<file path="src/rtl/uart_rx_pkg.sv">
// uart_rx_pkg: shared definitions for the dbus UART receiver.
// Contents: receive FSM state encoding, register offsets (decoded from
// adr[3:2]) and the bit positions of the STATUS register fields.
package uart_rx_pkg;

  typedef enum logic [1:0] {
    IDLE  = 2'd0,
    START = 2'd1,
    DATA  = 2'd2,
    STOP  = 2'd3
  } rx_state_e;

  localparam logic [1:0] REG_DATA   = 2'd0;
  localparam logic [1:0] REG_STATUS = 2'd1;

  localparam int ST_NE        = 0;
  localparam int ST_FULL      = 1;
  localparam int ST_OVF       = 2;
  localparam int ST_FERR      = 3;
  localparam int ST_COUNT_LSB = 8;

endpackage

</file>
<file path="src/rtl/uart_rx_fifo.sv">
// uart_rx_fifo: synchronous FIFO holding received bytes.
// Ports:
//   clk_i, rst_ni   clock, asynchronous active-low reset (empties the FIFO)
//   push_i, din_i   write request and data
//   pop_i, dout_o   read request and head-of-queue data (combinational)
//   empty_o, full_o occupancy flags
//   count_o         number of stored entries (0..DEPTH)
// A push while full only succeeds when a pop happens on the same edge.
module uart_rx_fifo #(
  parameter int WIDTH = 8,
  parameter int DEPTH = 8
) (
  input  logic                     clk_i,
  input  logic                     rst_ni,
  input  logic                     push_i,
  input  logic                     pop_i,
  input  logic [WIDTH-1:0]         din_i,
  output logic [WIDTH-1:0]         dout_o,
  output logic                     empty_o,
  output logic                     full_o,
  output logic [$clog2(DEPTH):0]   count_o
);

  localparam int AW = $clog2(DEPTH);

  logic [WIDTH-1:0] mem_q [DEPTH];
  // Pointers carry one extra wrap bit to tell full from empty.
  logic [AW:0] wptr_q, wptr_d;
  logic [AW:0] rptr_q, rptr_d;
  logic        do_push, do_pop;

  assign empty_o = (wptr_q == rptr_q);
  assign full_o  = (wptr_q[AW] != rptr_q[AW]) && (wptr_q[AW-1:0] == rptr_q[AW-1:0]);
  assign count_o = wptr_q - rptr_q;
  assign dout_o  = mem_q[rptr_q[AW-1:0]];

  assign do_pop  = pop_i && !empty_o;
  assign do_push = push_i && (!full_o || do_pop);

  assign wptr_d = do_push ? wptr_q + (AW+1)'(1) : wptr_q;
  assign rptr_d = do_pop  ? rptr_q + (AW+1)'(1) : rptr_q;

  always_ff @(posedge clk_i) begin
    if (do_push) begin
      mem_q[wptr_q[AW-1:0]] <= din_i;
    end
  end

  always_ff @(posedge clk_i or negedge rst_ni) begin
    if (!rst_ni) begin
      wptr_q <= '0;
      rptr_q <= '0;
    end else begin
      wptr_q <= wptr_d;
      rptr_q <= rptr_d;
    end
  end

endmodule

</file>
<file path="src/rtl/uart_rx.sv">
// uart_rx: 8N1 UART receiver on the SERV dbus with a receive FIFO.
// Ports:
//   wb_clk, wb_rst_n     clock, asynchronous active-low reset
//   wb_dbus_adr/dat/sel  bus address, write data, byte selects (unused)
//   wb_dbus_we/cyc       bus write enable and cycle
//   rdt, ack             read data (0 outside ack) and one-cycle acknowledge
//   rx                   asynchronous serial input, idle high
//   irq                  receive interrupt
// Registers (adr[3:2]): 0 DATA {valid,23'b0,byte} (read pops),
//   1 STATUS {count[14:8], ferr, ovf, full, not_empty} (write 1 clears ovf/ferr).
// Build option: define UART_RX_IRQ_EN to drive irq from a registered
// (not_empty | ovf | ferr); otherwise irq is constant 0.
module uart_rx
  import uart_rx_pkg::*;
#(
  parameter int                AWIDTH     = 8,
  parameter logic [AWIDTH-1:0] ADDR       = 8'h60,
  parameter int                DIVIDE     = 278,
  parameter int                FIFO_DEPTH = 8
) (
  input  logic        wb_clk,
  input  logic        wb_rst_n,
  input  logic [31:0] wb_dbus_adr,
  input  logic [31:0] wb_dbus_dat,
  input  logic [3:0]  wb_dbus_sel,
  input  logic        wb_dbus_we,
  input  logic        wb_dbus_cyc,
  output logic [31:0] rdt,
  output logic        ack,
  input  logic        rx,
  output logic        irq
);

  localparam int CW   = $clog2(DIVIDE);
  localparam int CNTW = $clog2(FIFO_DEPTH) + 1;

  // Synchroniser plus one extra stage for falling-edge detection.
  logic rx_meta_q, rx_s_q, rx_prev_q;

  always_ff @(posedge wb_clk or negedge wb_rst_n) begin
    if (!wb_rst_n) begin
      rx_meta_q <= 1'b1;
      rx_s_q    <= 1'b1;
      rx_prev_q <= 1'b1;
    end else begin
      rx_meta_q <= rx;
      rx_s_q    <= rx_meta_q;
      rx_prev_q <= rx_s_q;
    end
  end

  rx_state_e   state_q, state_d;
  logic [CW-1:0] clk_cnt_q, clk_cnt_d;
  logic [2:0]  bit_cnt_q, bit_cnt_d;
  logic [7:0]  shift_q, shift_d;
  logic        tick, rx_push, frame_err;

  assign tick = (clk_cnt_q == '0);

  // The first sample is DIVIDE/2 clocks after entering START (mid start bit);
  // every later sample is a full DIVIDE after the previous one.
  always_comb begin
    state_d   = state_q;
    clk_cnt_d = clk_cnt_q;
    bit_cnt_d = bit_cnt_q;
    shift_d   = shift_q;
    rx_push   = 1'b0;
    frame_err = 1'b0;
    case (state_q)
      IDLE: begin
        if (!rx_s_q && rx_prev_q) begin
          state_d   = START;
          clk_cnt_d = CW'(DIVIDE / 2 - 1);
        end
      end
      START: begin
        if (tick) begin
          clk_cnt_d = CW'(DIVIDE - 1);
          bit_cnt_d = '0;
          state_d   = rx_s_q ? IDLE : DATA;
        end else begin
          clk_cnt_d = clk_cnt_q - CW'(1);
        end
      end
      DATA: begin
        if (tick) begin
          clk_cnt_d = CW'(DIVIDE - 1);
          shift_d   = {rx_s_q, shift_q[7:1]};
          bit_cnt_d = bit_cnt_q + 3'd1;
          if (bit_cnt_q == 3'd7) begin
            state_d = STOP;
          end
        end else begin
          clk_cnt_d = clk_cnt_q - CW'(1);
        end
      end
      STOP: begin
        if (tick) begin
          state_d = IDLE;
          if (rx_s_q) begin
            rx_push = 1'b1;
          end else begin
            frame_err = 1'b1;
          end
        end else begin
          clk_cnt_d = clk_cnt_q - CW'(1);
        end
      end
      default: state_d = IDLE;
    endcase
  end

  always_ff @(posedge wb_clk or negedge wb_rst_n) begin
    if (!wb_rst_n) begin
      state_q   <= IDLE;
      clk_cnt_q <= '0;
      bit_cnt_q <= '0;
      shift_q   <= '0;
    end else begin
      state_q   <= state_d;
      clk_cnt_q <= clk_cnt_d;
      bit_cnt_q <= bit_cnt_d;
      shift_q   <= shift_d;
    end
  end

  // Bus side
  logic            match, req, fifo_pop, status_wr;
  logic [1:0]      reg_sel;
  logic [7:0]      fifo_dout;
  logic            fifo_empty, fifo_full;
  logic [CNTW-1:0] fifo_count;
  logic [31:0]     rd_val;
  logic            ack_q;
  logic [31:0]     rdt_q;
  logic            ovf_q, ovf_d, ferr_q, ferr_d;

  assign match     = (wb_dbus_adr[31:32-AWIDTH] == ADDR);
  assign req       = wb_dbus_cyc && match && !ack_q;
  assign reg_sel   = wb_dbus_adr[3:2];
  assign fifo_pop  = req && !wb_dbus_we && (reg_sel == REG_DATA) && !fifo_empty;
  assign status_wr = req && wb_dbus_we && (reg_sel == REG_STATUS);

  uart_rx_fifo #(
    .WIDTH(8),
    .DEPTH(FIFO_DEPTH)
  ) u_fifo (
    .clk_i  (wb_clk),
    .rst_ni (wb_rst_n),
    .push_i (rx_push),
    .pop_i  (fifo_pop),
    .din_i  (shift_q),
    .dout_o (fifo_dout),
    .empty_o(fifo_empty),
    .full_o (fifo_full),
    .count_o(fifo_count)
  );

  always_comb begin
    rd_val = '0;
    case (reg_sel)
      REG_DATA: begin
        if (!fifo_empty) begin
          rd_val = {1'b1, 23'b0, fifo_dout};
        end
      end
      REG_STATUS: begin
        rd_val[ST_NE]                 = !fifo_empty;
        rd_val[ST_FULL]               = fifo_full;
        rd_val[ST_OVF]                = ovf_q;
        rd_val[ST_FERR]               = ferr_q;
        rd_val[ST_COUNT_LSB +: 7]     = 7'(fifo_count);
      end
      default: rd_val = '0;
    endcase
  end

  // A new error event on the same edge as a clear wins, so it is not lost.
  always_comb begin
    ovf_d  = ovf_q;
    ferr_d = ferr_q;
    if (status_wr && wb_dbus_dat[ST_OVF]) begin
      ovf_d = 1'b0;
    end
    if (status_wr && wb_dbus_dat[ST_FERR]) begin
      ferr_d = 1'b0;
    end
    if (rx_push && fifo_full && !fifo_pop) begin
      ovf_d = 1'b1;
    end
    if (frame_err) begin
      ferr_d = 1'b1;
    end
  end

  always_ff @(posedge wb_clk or negedge wb_rst_n) begin
    if (!wb_rst_n) begin
      ack_q  <= 1'b0;
      rdt_q  <= '0;
      ovf_q  <= 1'b0;
      ferr_q <= 1'b0;
    end else begin
      ack_q  <= req;
      rdt_q  <= (req && !wb_dbus_we) ? rd_val : '0;
      ovf_q  <= ovf_d;
      ferr_q <= ferr_d;
    end
  end

  assign ack = ack_q;
  assign rdt = rdt_q;

`ifdef UART_RX_IRQ_EN
  logic irq_q;
  always_ff @(posedge wb_clk or negedge wb_rst_n) begin
    if (!wb_rst_n) begin
      irq_q <= 1'b0;
    end else begin
      irq_q <= !fifo_empty || ovf_q || ferr_q;
    end
  end
  assign irq = irq_q;
`else
  assign irq = 1'b0;
`endif

  // Bits of the bus that carry no meaning for this device.
  logic unused;
  assign unused = ^{wb_dbus_sel, wb_dbus_dat[31:4], wb_dbus_dat[1:0],
                    wb_dbus_adr[31-AWIDTH:4], wb_dbus_adr[1:0]};

endmodule

</file>
<file path="config.mk">
export PLATFORM = sky130hd
export DESIGN_NAME = uart_rx
export DESIGN_NICKNAME = d
export VERILOG_FILES = /design/src/rtl/uart_rx_pkg.sv /design/src/rtl/uart_rx_fifo.sv /design/src/rtl/uart_rx.sv
export SDC_FILE = /design/constraint.sdc
export NUM_CORES = 1
export LEC_CHECK = 0
export CAP_MARGIN = 20
export CORE_UTILIZATION = 30
export CTS_BUF_LIST = sky130_fd_sc_hd__clkbuf_8
export CTS_CLUSTER_DIAMETER = 200
export DETAILED_ROUTE_END_ITERATION = 6
export GPL_ROUTABILITY_DRIVEN = 1
export PLACE_DENSITY = 0.5
export REMOVE_ABC_BUFFERS = 1
export SLEW_MARGIN = 15
export SYNTH_ARGS = -nofsm -noshare
export SYNTH_HDL_FRONTEND = slang
export SYNTH_SLANG_ARGS = --single-unit
</file>
<file path="constraint.sdc">
create_clock -name wb_clk -period 5.7 [get_ports wb_clk]
set_clock_uncertainty 0.15 [all_clocks]
set_input_delay 0.855 -clock wb_clk [delete_from_list [all_inputs] [get_ports wb_clk]]
set_output_delay 0.855 -clock wb_clk [all_outputs]
set_load 0.05 [all_outputs]
</file>
## Yosys cells after proc, flatten, opt, wreduce, memory -nomap -nowiden

Memories as Yosys holds them, arrays and structs flattened.
Index checks and enable logic that the tools add are counted.

| storage, ports and cells | value |
|---|---|
| output and inout bits | 34 |
| memories kept | 1 |
| bits in registers | 68 |
| RAM bits | 64 |
| word-level logic and storage cells | 99 |
| input port bits | 73 |

| cells by class | value |
|---|---|
| equality and inequality tests | 15 |
| reduce and logical (&&, ||, !) cells | 33 |
| $add $sub $neg | 5 |
| muxes and demuxes | 32 |

Memories:

| name | words | bits a word | read ports | clocked after Yosys merged registers in | wr ports | RTL line | source |
|---|---|---|---|---|---|---|---|
| u_fifo.mem_q | 8 | 8 | 1 | 0 | 1 | uart_rx_fifo.sv:26 | `logic [WIDTH-1:0] mem_q [DEPTH];` |

Operators with widths:

| kind | count |
|---|---|
| 32-bit two-way mux | 2 |
| 9-bit two-way mux | 3 |
| 9-bit case mux with 3 select lines | 1 |
| 17-bit two-way mux | 1 |
| 1-bit logical AND | 15 |
| 7-bit case mux with 2 select lines | 1 |
| 1-bit two-way mux | 12 |
| 2-bit two-way mux | 6 |
| 2-bit != test (second input constant) | 6 |
| 9-bit zero test | 1 |
| 9-bit by 1-bit subtractor with 9-bit output (second input constant) | 1 |
| 4-bit by 1-bit adder with 4-bit output (second input constant) | 2 |
| 8-bit by 7-bit equality test with 1-bit output (second input constant) | 1 |
| 2-bit case mux with 4 select lines | 1 |
| 4-bit case mux with 2 select lines | 1 |
| 1-bit zero test | 6 |
| 3-bit two-way mux | 2 |
| 3-bit case mux with 2 select lines | 1 |
| 2-bit nonzero test | 3 |
| 5-bit AND reduction | 1 |
| 2-bit by 1-bit equality test with 1-bit output (second input constant) | 2 |
| 2-bit equality test (second input constant) | 2 |
| 4-bit equality test | 1 |
| 2-bit zero test | 2 |
| other kinds (10) | 11 |

## Logic depth before layout (Yosys ltp)

| depth | value |
|---|---|
| depth in word-level cells | 11 |
| mapped depth | 9 |
| mapped depth without buffers | 6 |

## Hierarchy

A second synthesis with hierarchy kept.

| unflattened totals | value |
|---|---|
| cell total of the unflattened synthesis | 361 |
| area total of the unflattened synthesis | 5,047.3 µm² |

Modules (own cells, without submodules):

| module | seq. area each (µm²) | area an instance (µm²) | cells each | times used |
|---|---|---|---|---|
| uart_rx_fifo | 2,122.0 | 2,961.6 | 169 | 1 |
| uart_rx | 1,029.7 | 2,085.8 | 192 | 1 |

## Worst setup path before layout

No wires, ideal clock.

| timing | value |
|---|---|
| path type | flip-flop to flip-flop |
| start point | reg u_fifo.rptr_q[1] |
| end point | mem u_fifo.mem_q[6][0], enable pin |
| required time | 5.165 ns |
| data arrival time | 2.630 ns |
| buffers on the path | 2 |
| path slack | 2.535 ns |
| period minus slack after synthesis | 3.165 ns |
| stages on the path, launching flop included | 9 |
| library setup time | 0.385 ns |
| path through | dfrtp_1 -> clkbuf_1 -> clkbuf_1 -> inv_1 -> ha_1 -> nand3_1 -> nor2b_1 -> a21oi_2 -> nor3b_1 |

| on the way | value |
|---|---|
| longest elaborated chain between the ends | 8 |
| elaborated cells between the ends (all ways) | 11 |
| those cells by class | eq/ne (2); mux (2); reduce/logical (7) |

RTL lines:

| element | RTL line | source |
|---|---|---|
| start: declaration | uart_rx_fifo.sv:29 | `logic [AW:0] rptr_q, rptr_d;` |
| start signal: assignment | uart_rx_fifo.sv:55 | `rptr_q <= rptr_d;` |
| 4-bit equality test | uart_rx_fifo.sv:32 | `assign empty_o = (wptr_q == rptr_q);` |
| 1-bit zero test | uart_rx_fifo.sv:37, uart_rx.sv:141 |  |
| 1-bit logical AND | uart_rx.sv:141 | `assign fifo_pop = req && !wb_dbus_we && (reg_sel == REG_DATA) && !fifo_empty;` |
| 1-bit logical AND | uart_rx_fifo.sv:37 | `assign do_pop = pop_i && !empty_o;` |
| 1-bit logical OR * | uart_rx_fifo.sv:38 | `assign do_push = push_i && (!full_o \|\| do_pop);` |
| 1-bit logical AND * | uart_rx_fifo.sv:38 |  |
| 1-bit two-way mux * | uart_rx_fifo.sv:44 | `if (do_push) begin` |
| 1-bit two-way mux (implied by the code) * | uart_rx_fifo.sv:45 | `mem_q[wptr_q[AW-1:0]] <= din_i;` |
| end: declaration | uart_rx_fifo.sv:26 |  |

Every way passes the cells marked *; elsewhere a longest branch is shown, timed or not.

## Worst setup path in the final report

| timing | value |
|---|---|
| start point | reg u_fifo.rptr_q[1] |
| end point | mem u_fifo.mem_q[6][5], enable pin |

Same word-level chain as after synthesis.

==> flow_summary.toml <==
[layout]
nNetsFinal = 477
area_delta_synth_final_pct = 16.6
register_area_sq_um = 3150
finalNonFillerCells = 622
drive_above_1_share = 0.192
fillers = 1595
multi_input_area_sq_um = 1780
diodes = 0

[placed_design]
portBuffers = 30
placed_cells = 590
gp_congestion = 0.806
hpwl_mm = 6.52

[timing]
maxSlewViolCount = 0
period_minus_slack_ps = 3330
setup_tns_ps = 0
worst_pin_slew_ps = 939
min_period_over_period = 0.585
fmax_mhz = 300
final_hold_viol_count = 0
rsz0062_at_grt = "false"
setup_violations = 0
slew-limit-headroom = 0.374

[detailed_routing]
drc_errors = 0
totalWireLength_mm = 10.1
drt_first_pass_iters = 4
wl_per_cell_microns = 16.2
vias = 2939
via_per_inst = 4.73
drtIter0Drc = 183
ant_nets = 0

[synth]
synthAdderAreaFrac = 0.0382
synth-edff-count = 64
avgSynthCellArea_sq_um = 14.8
synth_cells = 346
synth.distinct_cells = 64
synth.area.mux_share = 0.103
netlist_area_sq_um = 5110
yosysSeqAreaShare = 0.617
ys_ff_latch = 113
synth-simple-area-share = 0.103
synth_compound_area_frac = 0.0754
synth-main-ff-cell = "edfxtp_1"
async_reset_ff_frac = 0.434
yosysWarnings = 0
synth_top_family_by_area = "multiplexers"
synthXorXnorAreaFrac = 0.0137

[worst_setup_path]
cp.arrival_ps = 3240
cp_num_buf_inv = 1
critical_path.top_delay_family = "flip-flops"
cp-end-kind = "register"
path_max_fanout = 20
worstSetupStartpoint = "u_fifo.rptr_q[1]$_DFFE_PN0P_"
critPathLaunchType = "register"
reg2reg_from = "u_fifo.rptr_q[1]$_DFFE_PN0P_"
reg2reg_slack_ps = 2370
worstPathCellList = "inv_1 > ha_1 > nand3_1 > nor2b_1 > a21oi_2 > nor3b_2"
required_ps = 5610
r2r_cells = 6
path_depth = 6
r2r_end = "u_fifo.mem_q[6][5]$_DFFE_PP_"
crit_slowest_cell = "dfrtp_1"
crit_end = "u_fifo.mem_q[6][5]$_DFFE_PP_"
critical_path_class = "register to register"
slowest_delay_ps = 960

[floorplan]
die_h_microns = 133
dieWidth_microns = 133
pin_count = 107
rows = 47
core_area_sq_um = 16600
start_util = 0.308
die_area_sq_um = 17600

[clocking]
cts_sinks = 113
post_cts_buffers = 0
cts_tree = "yes"
cts_resized = 0
clkSlewWorstSetupHoldPaths_ps = 70
cts_max_path_buffers = 2
hold_buffers = 0
htreeDepth = 4
clock_latency_ps = 430
cts_buffers = 17
clockRootBuffer = "clkbuf_8"

[run]
maxCapViolCount = 0

[run_status]
status = "completed"

[grt]
grt.total_usage = 0.125
antenna_found_initial = 0
grt_overflow = 0
grt_max_degree = 50
grt_pass1_vias = 3023
grt_pass1_wl_mm = 16.3

[hold_path]
hp-class = "register to register"

[power]
power_density_nw_per_um2 = 350
vdd_drop_max_v = 0.000146
p_leak_nw = 2.30
==> state kept, by name, indices dropped and copies added (netlist names), named ones only <==
signal	flops
bit_cnt_q	3
rx_meta_q	1
ferr_q	1
state_q	1
clk_cnt_q	9
rx_s_q	1
rx_prev_q	1
shift_q	8
ack	1
u_fifo.wptr_q	4
u_fifo.rptr_q	4
ovf_q	1
rdt	13
u_fifo.mem_q	64
==> worst reg2reg max path, delay by kind of cell, from the launching register on <==
kind	cells	cell delay, ps
fa+ha+maj	1	360
flops	1	960
compound gates	1	350
simple gates	3	930
buf+inv	1	210
==> cell usage after synthesis (all sizes together), types with 4 or more instances <==
master	count	area [sq um]
edfxtp	64	1920
dfrtp	46	1150
buf	24	176
nand2	19	71.3
inv	17	63.8
mux4	16	360
ha	14	175
a21oi	11	58.8
mux2	10	116
nor2	10	37.5
o21ai	8	40.0
nand3	7	35.0
and3	6	38.8
and4b	5	51.3
mux2i	5	50.1
nor3	5	25.0
o211ai	5	37.5
xnor2	5	43.8
and2	4	25.0
nor4	4	46.3
==> layer usage <==
| metal | global-route usage | vias up | wire length, microns |
|---|---|---|---|
| li1 | - | 1376 | - |
| met1 | 0.152 | 1460 | 4480 |
| met2 | 0.209 | 87 | 4970 |
| met3 | 0.0333 | 16 | 425 |
| met4 | 0.0562 | 0 | 178 |
| met5 | 0 | - | 0 |
==> logic make-up after synthesis <==
kind of cell    Yosys count
buf+inv                  44
compound gates           52
simple gates             82
mux                      31
fa+ha+maj                15
xor+xnor                  8
flops                   113
other cells               1
==> report_power, final <==
group	internal (mW)	leakage (nW)	total, mW	switching, mW
Clock	0.390	0.205	0.711	0.321
Combinational	0.162	0.855	0.417	0.255
Sequential	0.909	1.24	0.958	0.0492
Total	1.46	2.30	2.09	0.625
==> layout make-up <==
type                            instances  area share
Sequential cell                       113       0.529
Clock buffer                           18      0.0416
Inverter                               17      0.0107
Clock inverter                         14      0.0214
Multi-Input combinational cell        208       0.299
Timing Repair Buffer                   32      0.0521
Tap cell                              220      0.0462
==> placed cells by master (no fill, tap or decap), types with 7 or more instances in the layout <==
cell,count
edfxtp_1,64
dfrtp_1,46
clkdlybuf4s50_1,29
inv_1,20
conb_1,20
nand2_1,19
clkbuf_8,18
mux4_2,16
ha_1,14
a21oi_1,10
nor2_1,10
mux2_2,9
o21ai_0,8
nand3_1,7
==> through the flow <==
stage / setup WS, ps / util / total power, mW / hold WS, ps / instance area (sq um)
6_report: 2370 / 0.359 / 2.09 / 206 / 5960
2_1_floorplan: 2640 / - / 1.28 / 195 / 4990
3_3_place_gp: 1910 / 0.337 / 1.38 / 196 / 5580
5_1_grt: 2090 / 0.359 / 2.20 / 209 / 5960
3_5_place_dp: 1950 / 0.337 / 1.39 / 198 / 5580
4_1_cts: 2240 / 0.359 / 2.11 / 208 / 5960
==> how the worst min path moves through the flow <==
stage               slack (ps)  cells past startpoint                to           startpoint
floorplan                  200                      0  rx_s_q$_DFF_PN1_  rx_meta_q$_DFF_PN1_
global placement           200                      0  rx_s_q$_DFF_PN1_  rx_meta_q$_DFF_PN1_
detailed placement         200                      0  rx_s_q$_DFF_PN1_  rx_meta_q$_DFF_PN1_
CTS                        210                      0  rx_s_q$_DFF_PN1_  rx_meta_q$_DFF_PN1_
global route               210                      0  rx_s_q$_DFF_PN1_  rx_meta_q$_DFF_PN1_
finish                     210                      0  rx_s_q$_DFF_PN1_  rx_meta_q$_DFF_PN1_
Note: power is estimated with default switching activity, not from simulation.
